### config.mk
export PLATFORM = sky130hd
export DESIGN_NAME = fetch_unit
export DESIGN_NICKNAME = d
export VERILOG_FILES = /design/src/rtl/fetch_unit.sv
export SDC_FILE = /design/constraint.sdc
export NUM_CORES = 1
export LEC_CHECK = 0
export ABC_AREA = 1
export CAP_MARGIN = 20
export CORE_MARGIN = 1
export CORE_UTILIZATION = 44
export CTS_CLUSTER_DIAMETER = 40
export DETAILED_ROUTE_END_ITERATION = 6
export PLACE_DENSITY = 0.92
export SETUP_SLACK_MARGIN = 0.5
export SYNTH_ARGS = -nofsm -noshare
export SYNTH_HDL_FRONTEND = slang
export SYNTH_SLANG_ARGS = --single-unit
### constraint.sdc
create_clock -name clk -period 1.8 [get_ports clk]
set_input_delay 0.36 -clock clk [delete_from_list [all_inputs] [get_ports clk]]
set_output_delay 0.36 -clock clk [all_outputs]
set_load 0.01 [all_outputs]
### src/rtl/fetch_unit.sv
// Fetch stage: PC register plus IF/ID pipeline register; stops fetching once the PC leaves the populated imem range.
// Latency one edge pc->ifid; stall holds PC and IF/ID, redirect overrides stall, flush turns the next IF/ID load into a bubble.
module fetch_unit #(
  parameter logic [31:0] RESET_PC   = 32'h0000_0000,
  parameter int          IMEM_WORDS = 16,
  parameter int          CNT_W      = 16
) (
  input  logic             clk,
  input  logic             reset,
  input  logic             stall,
  input  logic             flush_ifid,
  input  logic             redirect,
  input  logic [31:0]      redirect_pc,
  output logic [31:0]      fetch_addr,
  input  logic [31:0]      imem_inst,
  output logic [31:0]      ifid_inst,
  output logic [31:0]      ifid_pc4,
  output logic             ifid_valid,
  output logic             halted,
  output logic [CNT_W-1:0] fetch_count
);

  typedef enum logic {RUN = 1'b0, HALTED = 1'b1} state_t;

  localparam logic [31:0]      RESET_PC_W = RESET_PC & 32'hFFFF_FFFC;
  localparam logic [29:0]      IMEM_LIMIT = 30'(IMEM_WORDS);
  localparam logic [CNT_W-1:0] CNT_MAX    = '1;

  state_t           state_q, state_d;
  logic [31:0]      pc_q, pc_d;
  logic [31:0]      ifid_inst_q, ifid_inst_d;
  logic [31:0]      ifid_pc4_q, ifid_pc4_d;
  logic             ifid_valid_q, ifid_valid_d;
  logic [CNT_W-1:0] fetch_count_q, fetch_count_d;

  logic [31:0] pc_plus4;
  logic        in_range;

  assign pc_plus4 = pc_q + 32'd4;
  assign in_range = (pc_q[31:2] < IMEM_LIMIT);

  always_ff @(posedge clk) begin
    if (reset) begin
      state_q       <= RUN;
      pc_q          <= RESET_PC_W;
      ifid_inst_q   <= 32'd0;
      ifid_pc4_q    <= 32'd0;
      ifid_valid_q  <= 1'b0;
      fetch_count_q <= '0;
    end else begin
      state_q       <= state_d;
      pc_q          <= pc_d;
      ifid_inst_q   <= ifid_inst_d;
      ifid_pc4_q    <= ifid_pc4_d;
      ifid_valid_q  <= ifid_valid_d;
      fetch_count_q <= fetch_count_d;
    end
  end

  // A taken redirect always restarts fetching, even toward an out-of-range target.
  always_comb begin
    state_d = state_q;
    if (redirect)
      state_d = RUN;
    else if (state_q == RUN && !in_range)
      state_d = HALTED;
  end

  always_comb begin
    pc_d          = pc_q;
    ifid_inst_d   = ifid_inst_q;
    ifid_pc4_d    = ifid_pc4_q;
    ifid_valid_d  = ifid_valid_q;
    fetch_count_d = fetch_count_q;
    if (redirect || state_q == HALTED || !in_range || flush_ifid) begin
      ifid_inst_d  = 32'd0;
      ifid_pc4_d   = 32'd0;
      ifid_valid_d = 1'b0;
    end
    if (redirect) begin
      pc_d = {redirect_pc[31:2], 2'b00};
    end else if (state_q == RUN && in_range && !stall) begin
      pc_d = pc_plus4;
      if (!flush_ifid) begin
        ifid_inst_d  = imem_inst;
        ifid_pc4_d   = pc_plus4;
        ifid_valid_d = 1'b1;
        if (fetch_count_q != CNT_MAX)
          fetch_count_d = fetch_count_q + CNT_W'(1);
      end
    end
  end

  always_comb begin
    fetch_addr  = {pc_q[31:2], 2'b00};
    ifid_inst   = ifid_inst_q;
    ifid_pc4    = ifid_pc4_q;
    ifid_valid  = ifid_valid_q;
    halted      = (state_q == HALTED);
    fetch_count = fetch_count_q;
  end

endmodule

==> run_results.csv, run 1 <==
group,metric,value,unit
synth,synth_area,0.004657,sq mm
placement,placed_cells,902,
floorplanning,die_x,104.9,microns
clock_network,path_clk_slew,0.12,ns
route,ant_nets,0,
route,post_drt_wl_per_cell,17.29,microns
worst_setup_path,timing.rr.start,"pc_q[8]",
grt,antenna_found_initial,0,
synth,syn_inst,603,
route,num_vias,5318,
synth,synth_cell_types,30,
floorplanning,io_pins,183,
timing,period_needed,1.823,ns
route,first_pass_iters,4,
clock_network,cts_tree,"built",
worst_setup_path,cp_data_required_time,2.10,ns
run_status,run_status,"complete, but fails checks",
clock_network,htreeDepth,3,
worst_setup_path,cpPeakStageDelay,0.38,ns
placement,dpl_cell_area,0.006695,sq mm
clock_network,insertion_delay,0.38,ns
worst_setup_path,r2r_slack,-0.02,ns
grt,grt_pass1_wl,22.51,mm
grt,track_usage,25.36,%
grt,use_met1,30.92,%
worst_setup_path,r2r-end,"ifid_inst[2]",
route,wl,17.08,mm
clock_network,numCtsBuffers,9,
placement,dp_hpwl,9.173,mm
placement,dp_slack,-0.09369,ns
final_layout,finalNonFillerCells,988,
timing,finalSetupViolations,5,
route,drc,0,
floorplanning,start_util,45.31,%
final_layout,num_antenna_cells,0,
placement,io_buffers,178,
synth,yosys_register_bits,112,
worst_setup_path,end_kind,"flop",
timing,fmax,548.7,MHz
clock_network,hold_buffers,0,
clock_network,ctsLongestPathBuffers,2,
power,ir_drop,0.0004850,V
timing,worstMarginPinSlew,0.6585,ns
floorplanning,dieArea,0.01100,sq mm
grt,grt_use_met2,43.24,%
min_path,min_path_type,"in2reg",
timing,drv_slew,0,
grt,grt_pass1_vias,4558,
flow_run,maxCapViolCount,0,
timing,setup_ws,-0.02257,ns
run_status,violations,"setup timing",
clock_network,cts_root_buffer,"clkbuf_8",
timing,skew,0.01796,ns
min_path,holdPathEnd,"ifid_pc4[0]",
synth,synth_warnings,0,
final_layout,drive_gt1_share,48.71,%
synth,synth.avg_cell_area,7.723,sq um
final_layout,nets,918,
grt,use_met3,5.864,%
route,drtIter0Drc,335,
worst_setup_path,rr_worst_depth,10,
worst_setup_path,critical_path_class,"reg2reg",
placement,gp_congestion,0.8775,
floorplanning,core,0.01028,sq mm
power,p_per_area,597.5,mW/mm^2
synth,yosysSeqAreaShare,48.15,%
final_layout,syn2layout_area_growth,69.64,%
worst_setup_path,critPathLaunchType,"flop",
timing,relSlewSlack,56.10,%
power,p_leak,3.318,nW
synth,synth_edf_count,0,
worst_setup_path,cp.arrival,2.13,ns
grt,gr-total-overflow,0,
synth,synth-async-reset-ratio,0,%
timing,fin_crit_sh,101.3,%
worst_setup_path,crit_fanout,5,
floorplanning,dieHeight,104.9,microns
floorplanning,fp-row-count,37,
timing,whs,0.4190,ns
route,via_per_inst,5.383,
min_path,worstHoldStart,"reset",
timing,rsz0062_at_grt,"yes",
clock_network,cts_num_sinks,112,
worst_setup_path,slowest_stage,"dfxtp_4",
synth,synth_top_flop_cell,"dfxtp_1",
timing,finalHoldViolCount,0,
final_layout,final_area,0.007900,sq mm
grt,top_usage_layer,"met2",
worst_setup_path,path_cells,"nor2_1 > nand2_1 > nor2_1 > nand2_2 > nor2_4 > nand2_4 > nor2_4 > buf_2 > nand2_1 > a21oi_1",
grt,grt_start_max_net_pins,46,
min_path,whs_path_depth,4,
## cell usage after synthesis, drive strengths merged (2+ instances only)
master | number | area [sq um]
nand3b | 2 | 15.01
nand4 | 32 | 200.2
buf | 21 | 142.6
xnor2 | 7 | 61.31
nor2 | 71 | 301.5
ha | 2 | 25.02
nand3 | 59 | 295.3
dfxtp | 112 | 2242
o21ai | 16 | 117.6
clkbuf | 23 | 86.33
a21oi | 82 | 447.9
nand2 | 148 | 565.6
xor2 | 7 | 61.31
inv | 16 | 60.06
## kinds of logic after synthesis
family / Yosys count / share of synthesized area [%]
compound gates: 99 / 12.39
xor+xnor: 14 / 2.633
buf+inv: 61 / 6.287
flops: 112 / 48.15
simple gates: 314 / 29.93
other cells: 1 / 0.08052
fa+ha+maj: 2 / 0.5373
## cells in the final DEF (no fill, tap or decap), types with 14 or more instances in the layout
master and n:
a21oi_1 46, a21oi_2 36, buf_2 47, buf_4 46, buf_6 59, clkbuf_2 37, clkdlybuf4s50_1 65, dfxtp_1 30
dfxtp_2 69, inv_1 14, nand2_1 129, nand3_1 37, nand4_1 32, nor2_1 53
## metrics by stage
| stage | util (%) | TNS, ns | total power, mW |
|---|---|---|---|
| 5_1_grt | 76.87 | -4.403 | 4.886 |
| 3_3_place_gp | 65.14 | -1.026 | 3.108 |
| 3_5_place_dp | 65.14 | -2.467 | 3.115 |
| 4_1_cts | 69.92 | 0 | 4.626 |
| 6_report | 76.87 | -0.03968 | 4.720 |
| 2_1_floorplan | - | 0 | 2.818 |
## worst max-delay path, delay by kind of cell (launching register included)
family / cells / cell delay (ns)
DFF: 1 / 0.38
AOI/OAI and AO/OA: 1 / 0.14
and+or+nand+nor: 8 / 1.02
buffers and inverters: 1 / 0.20
## sequential cells by signal, summed over array words and instances, names as in the netlist
signal       cells
pc_q            30
fetch_count     16
ifid_valid       1
ifid_pc4        32
halted           1
ifid_inst       32
## repair_timing
action	CTS	global route
setup buffers	38	23
setup endpoints to repair	223	180
gates cloned	0	9
pin swaps	3	24
gates resized for setup	459	197
## cell type report
type / instances / area, sq um
clock buffer: 9 / 123.9
clock inverter: 7 / 71.32
fill: 676 / 2377
inverter: 17 / 63.81
multi-input combinational: 431 / 2577
sequential: 112 / 2377
tap: 136 / 170.2
timing repair buffer: 276 / 2516
## report_power, final
part	total [mW]	internal [mW]	switching, mW
combinational	0.684	0.349	0.335
clock	1.49	0.546	0.949
sequential	2.54	2.51	0.0360
## routing by layer
layer | wire (microns) | part of all wire (%)
met1 | 6666 | 39
met2 | 8714 | 51
met3 | 995 | 5.8
met4 | 705 | 4.1
met5 | 0 | 0
## worst max-delay path by stage
stage | startpoint | to | slack (ns) | cells after the start
6_report | pc_q[8] | ifid_inst[2] | -0.02 | 10
3_3_place_gp | redirect | fetch_count[10] | -0.04 | 6
2_1_floorplan | fetch_count[7] | fetch_count[10] | 0.33 | 8
5_1_grt | pc_q[8] | ifid_pc4[3] | -0.12 | 10
4_1_cts | ifid_inst[29] | ifid_inst[29] | 0.18 | 1
3_5_place_dp | redirect | ifid_pc4[8] | -0.09 | 7
Note: power is estimated with default switching activity, not from simulation.
==> inputs of run 2 (changes only) <==
- CTS_CLUSTER_DIAMETER: 40 -> 50
- HOLD_SLACK_MARGIN: not set -> 0.03
==> results of run 2 <==
The final DEF is identical to that of run 1; final timing and power are the same.
==> inputs of run 3 (changes only) <==
- CORE_UTILIZATION: 44 -> 55
- DONT_BUFFER_PORTS: not set -> 1
- GPL_TIMING_DRIVEN: not set -> 0
- PLACE_DENSITY: 0.92 -> 0.81
==> run_results.csv, run 3 (synthesized netlist as in run 1, its figures left out) <==
group,metric,value,unit
clock_network,cts_tree,"built",
worst_setup_path,cpPeakStageDelay,0.36,ns
final_layout,finalNonFillerCells,751,
final_layout,multi_input_area,0.002349,sq mm
final_layout,mostFrequentLayoutCells,"nand2_1, dfxtp_1, a21oi_1",
final_layout,drive_gt1_share,27.09,%
timing,relSlewSlack,52.61,%
worst_setup_path,path_cells,"nor2_1 > nand2_1 > nor2_2 > nand2_2 > nor2_4 > buf_6 > nand2_4 > nor2_4 > buf_6 > buf_6 > nand2_1 > a21oi_2",
clock_network,path_clk_slew,0.12,ns
worst_setup_path,critPathLaunchType,"flop",
route,ant_nets,0,
worst_setup_path,slowest_stage,"dfxtp_2",
route,drc,0,
timing,whs,0.1124,ns
power,ir_drop,0.0005520,V
final_layout,syn2layout_area_growth,20.28,%
worst_setup_path,critical_path_class,"reg2reg",
clock_network,cts_root_buffer,"clkbuf_8",
final_layout,seq_area,0.002295,sq mm
power,p_leak,1.933,nW
timing,setup_ws,0.1076,ns
placement,gp_congestion,0.9030,
floorplanning,start_util,56.68,%
timing,finalHoldViolCount,0,
route,via_per_inst,5.720,
grt,grt_start_max_net_pins,22,
flow_run,maxCapViolCount,0,
worst_setup_path,cp_data_required_time,2.11,ns
route,post_drt_wl_per_cell,16.62,microns
worst_setup_path,timing.rr.start,"pc_q[16]",
placement,dp_slack,0.01334,ns
clock_network,cts_num_sinks,112,
final_layout,num_antenna_cells,0,
worst_setup_path,crit_fanout,6,
placement,dp_hpwl,8.640,mm
timing,skew,0.01741,ns
route,drtIter0Drc,247,
route,wl,12.48,mm
grt,track_usage,27.18,%
clock_network,htreeDepth,3,
floorplanning,dieArea,0.008839,sq mm
worst_setup_path,endpoint,"ifid_pc4[5]",
grt,grt_pass1_vias,3947,
worst_setup_path,cp_common_cell,"buf_6",
final_layout,fillCellCount,681,
run_status,run_status,"finished, final reports clean",
floorplanning,core,0.008217,sq mm
route,first_pass_iters,4,
floorplanning,die_x,94.02,microns
floorplanning,dieHeight,94.02,microns
placement,placed_cells,709,
timing,finalSetupViolations,0,
clock_network,ctsLongestPathBuffers,2,
timing,fmax,590.9,MHz
final_layout,final_common_cell,"nand2_1",
worst_setup_path,cp.arrival,2.00,ns
timing,period_needed,1.692,ns
grt,antenna_found_initial,0,
route,num_vias,4296,
floorplanning,io_pins,183,
timing,worstMarginPinSlew,0.7109,ns
worst_setup_path,end_kind,"flop",
min_path,min_path_type,"in2reg",
timing,rsz0062_at_grt,"yes",
power,p_per_area,801.5,mW/mm^2
worst_setup_path,rr_worst_depth,12,
final_layout,fin_util,68.17,%
worst_setup_path,startpoint,"pc_q[16]",
clock_network,insertion_delay,0.37,ns
floorplanning,fp-row-count,33,
grt,grt_pass1_wl,18.77,mm
timing,fin_tns_setup,0,ns
timing,drv_slew,0,
placement,io_buffers,0,
clock_network,numCtsBuffers,9,
worst_setup_path,r2r-end,"ifid_pc4[5]",
worst_setup_path,r2r_slack,0.11,ns
final_layout,nets,712,
grt,gr-total-overflow,0,
timing,fin_crit_sh,94.02,%
run 3: cell types whose count changed in the layout (fill, tap and decap cells not counted), moves of 11 or more:
cell / delta
clkbuf_2: -37
nand3_1: +13
dfxtp_1: +54
clkbuf_1: +21
buf_6: -36
buf_4: -26
a21oi_2: -15
a21oi_1: +15
buf_12: -11
dfxtp_2: -48
buf_2: -46
clkdlybuf4s50_1: -65
run 3: stage by stage:
stage / power, mW / cell area (sq um)
6_report: 4.490 / 5602
3_3_place_gp: 2.878 / 4843
2_1_floorplan: 2.818 / 4712
4_1_cts: 4.498 / 5319
5_1_grt: 4.666 / 5602
3_5_place_dp: 2.889 / 4843
run 3: report_power, final:
part / internal [mW] / leakage (nW) / switching [mW]
registers: 2.51 / 0.921 / 0.0631
clock network: 0.688 / 0.111 / 0.923
logic: 0.0994 / 0.901 / 0.201
total: 3.30 / 1.93 / 1.19
run 3: routing by layer:
layer  track usage (%)  vias up  routed length, microns
li1                  -     2078                       -
met1             31.41     2042                    4842
met2             47.45      150                    6538
met3             7.929       26                     853
met4             9.744        0                     244
met5                 0        -                       0
run 3: worst min-delay path by stage:
stage	startpoint	to	depth (start not counted)
floorplan	ifid_pc4[0]	ifid_pc4[0]	2
global placement	ifid_pc4[1]	ifid_pc4[1]	2
detailed placement	ifid_pc4[0]	ifid_pc4[0]	2
CTS	imem_inst[19]	ifid_inst[19]	2
global route	imem_inst[21]	ifid_inst[21]	2
finish	imem_inst[13]	ifid_inst[13]	2
run 3: what timing repair did:
action | in CTS | in global routing
hold buffers | 0 | 0
hold endpoints to repair | 0 | 0
endpoints found under the setup margin | 112 | 113
resized for setup | 46 | 77
cloned | 7 | 2
pin swaps | 7 | 29
setup buffers | 12 | 5
run 3: final cells by class:
type / instances / share of cell area [%]
well taps: 105 / 2.345
inverters: 17 / 1.139
plain buffers: 44 / 5.361
repair buffers: 26 / 4.356
clock buffers: 9 / 2.211
multi-input cells: 431 / 41.93
clock inverters: 7 / 1.698
flip-flops and latches: 112 / 40.96
run 3: critical path, delay by kind of cell (launching register included):
family,cells,cell delay [ns]
simple gates,8,0.75
flops,1,0.36
buf+inv,3,0.40
compound gates,1,0.11
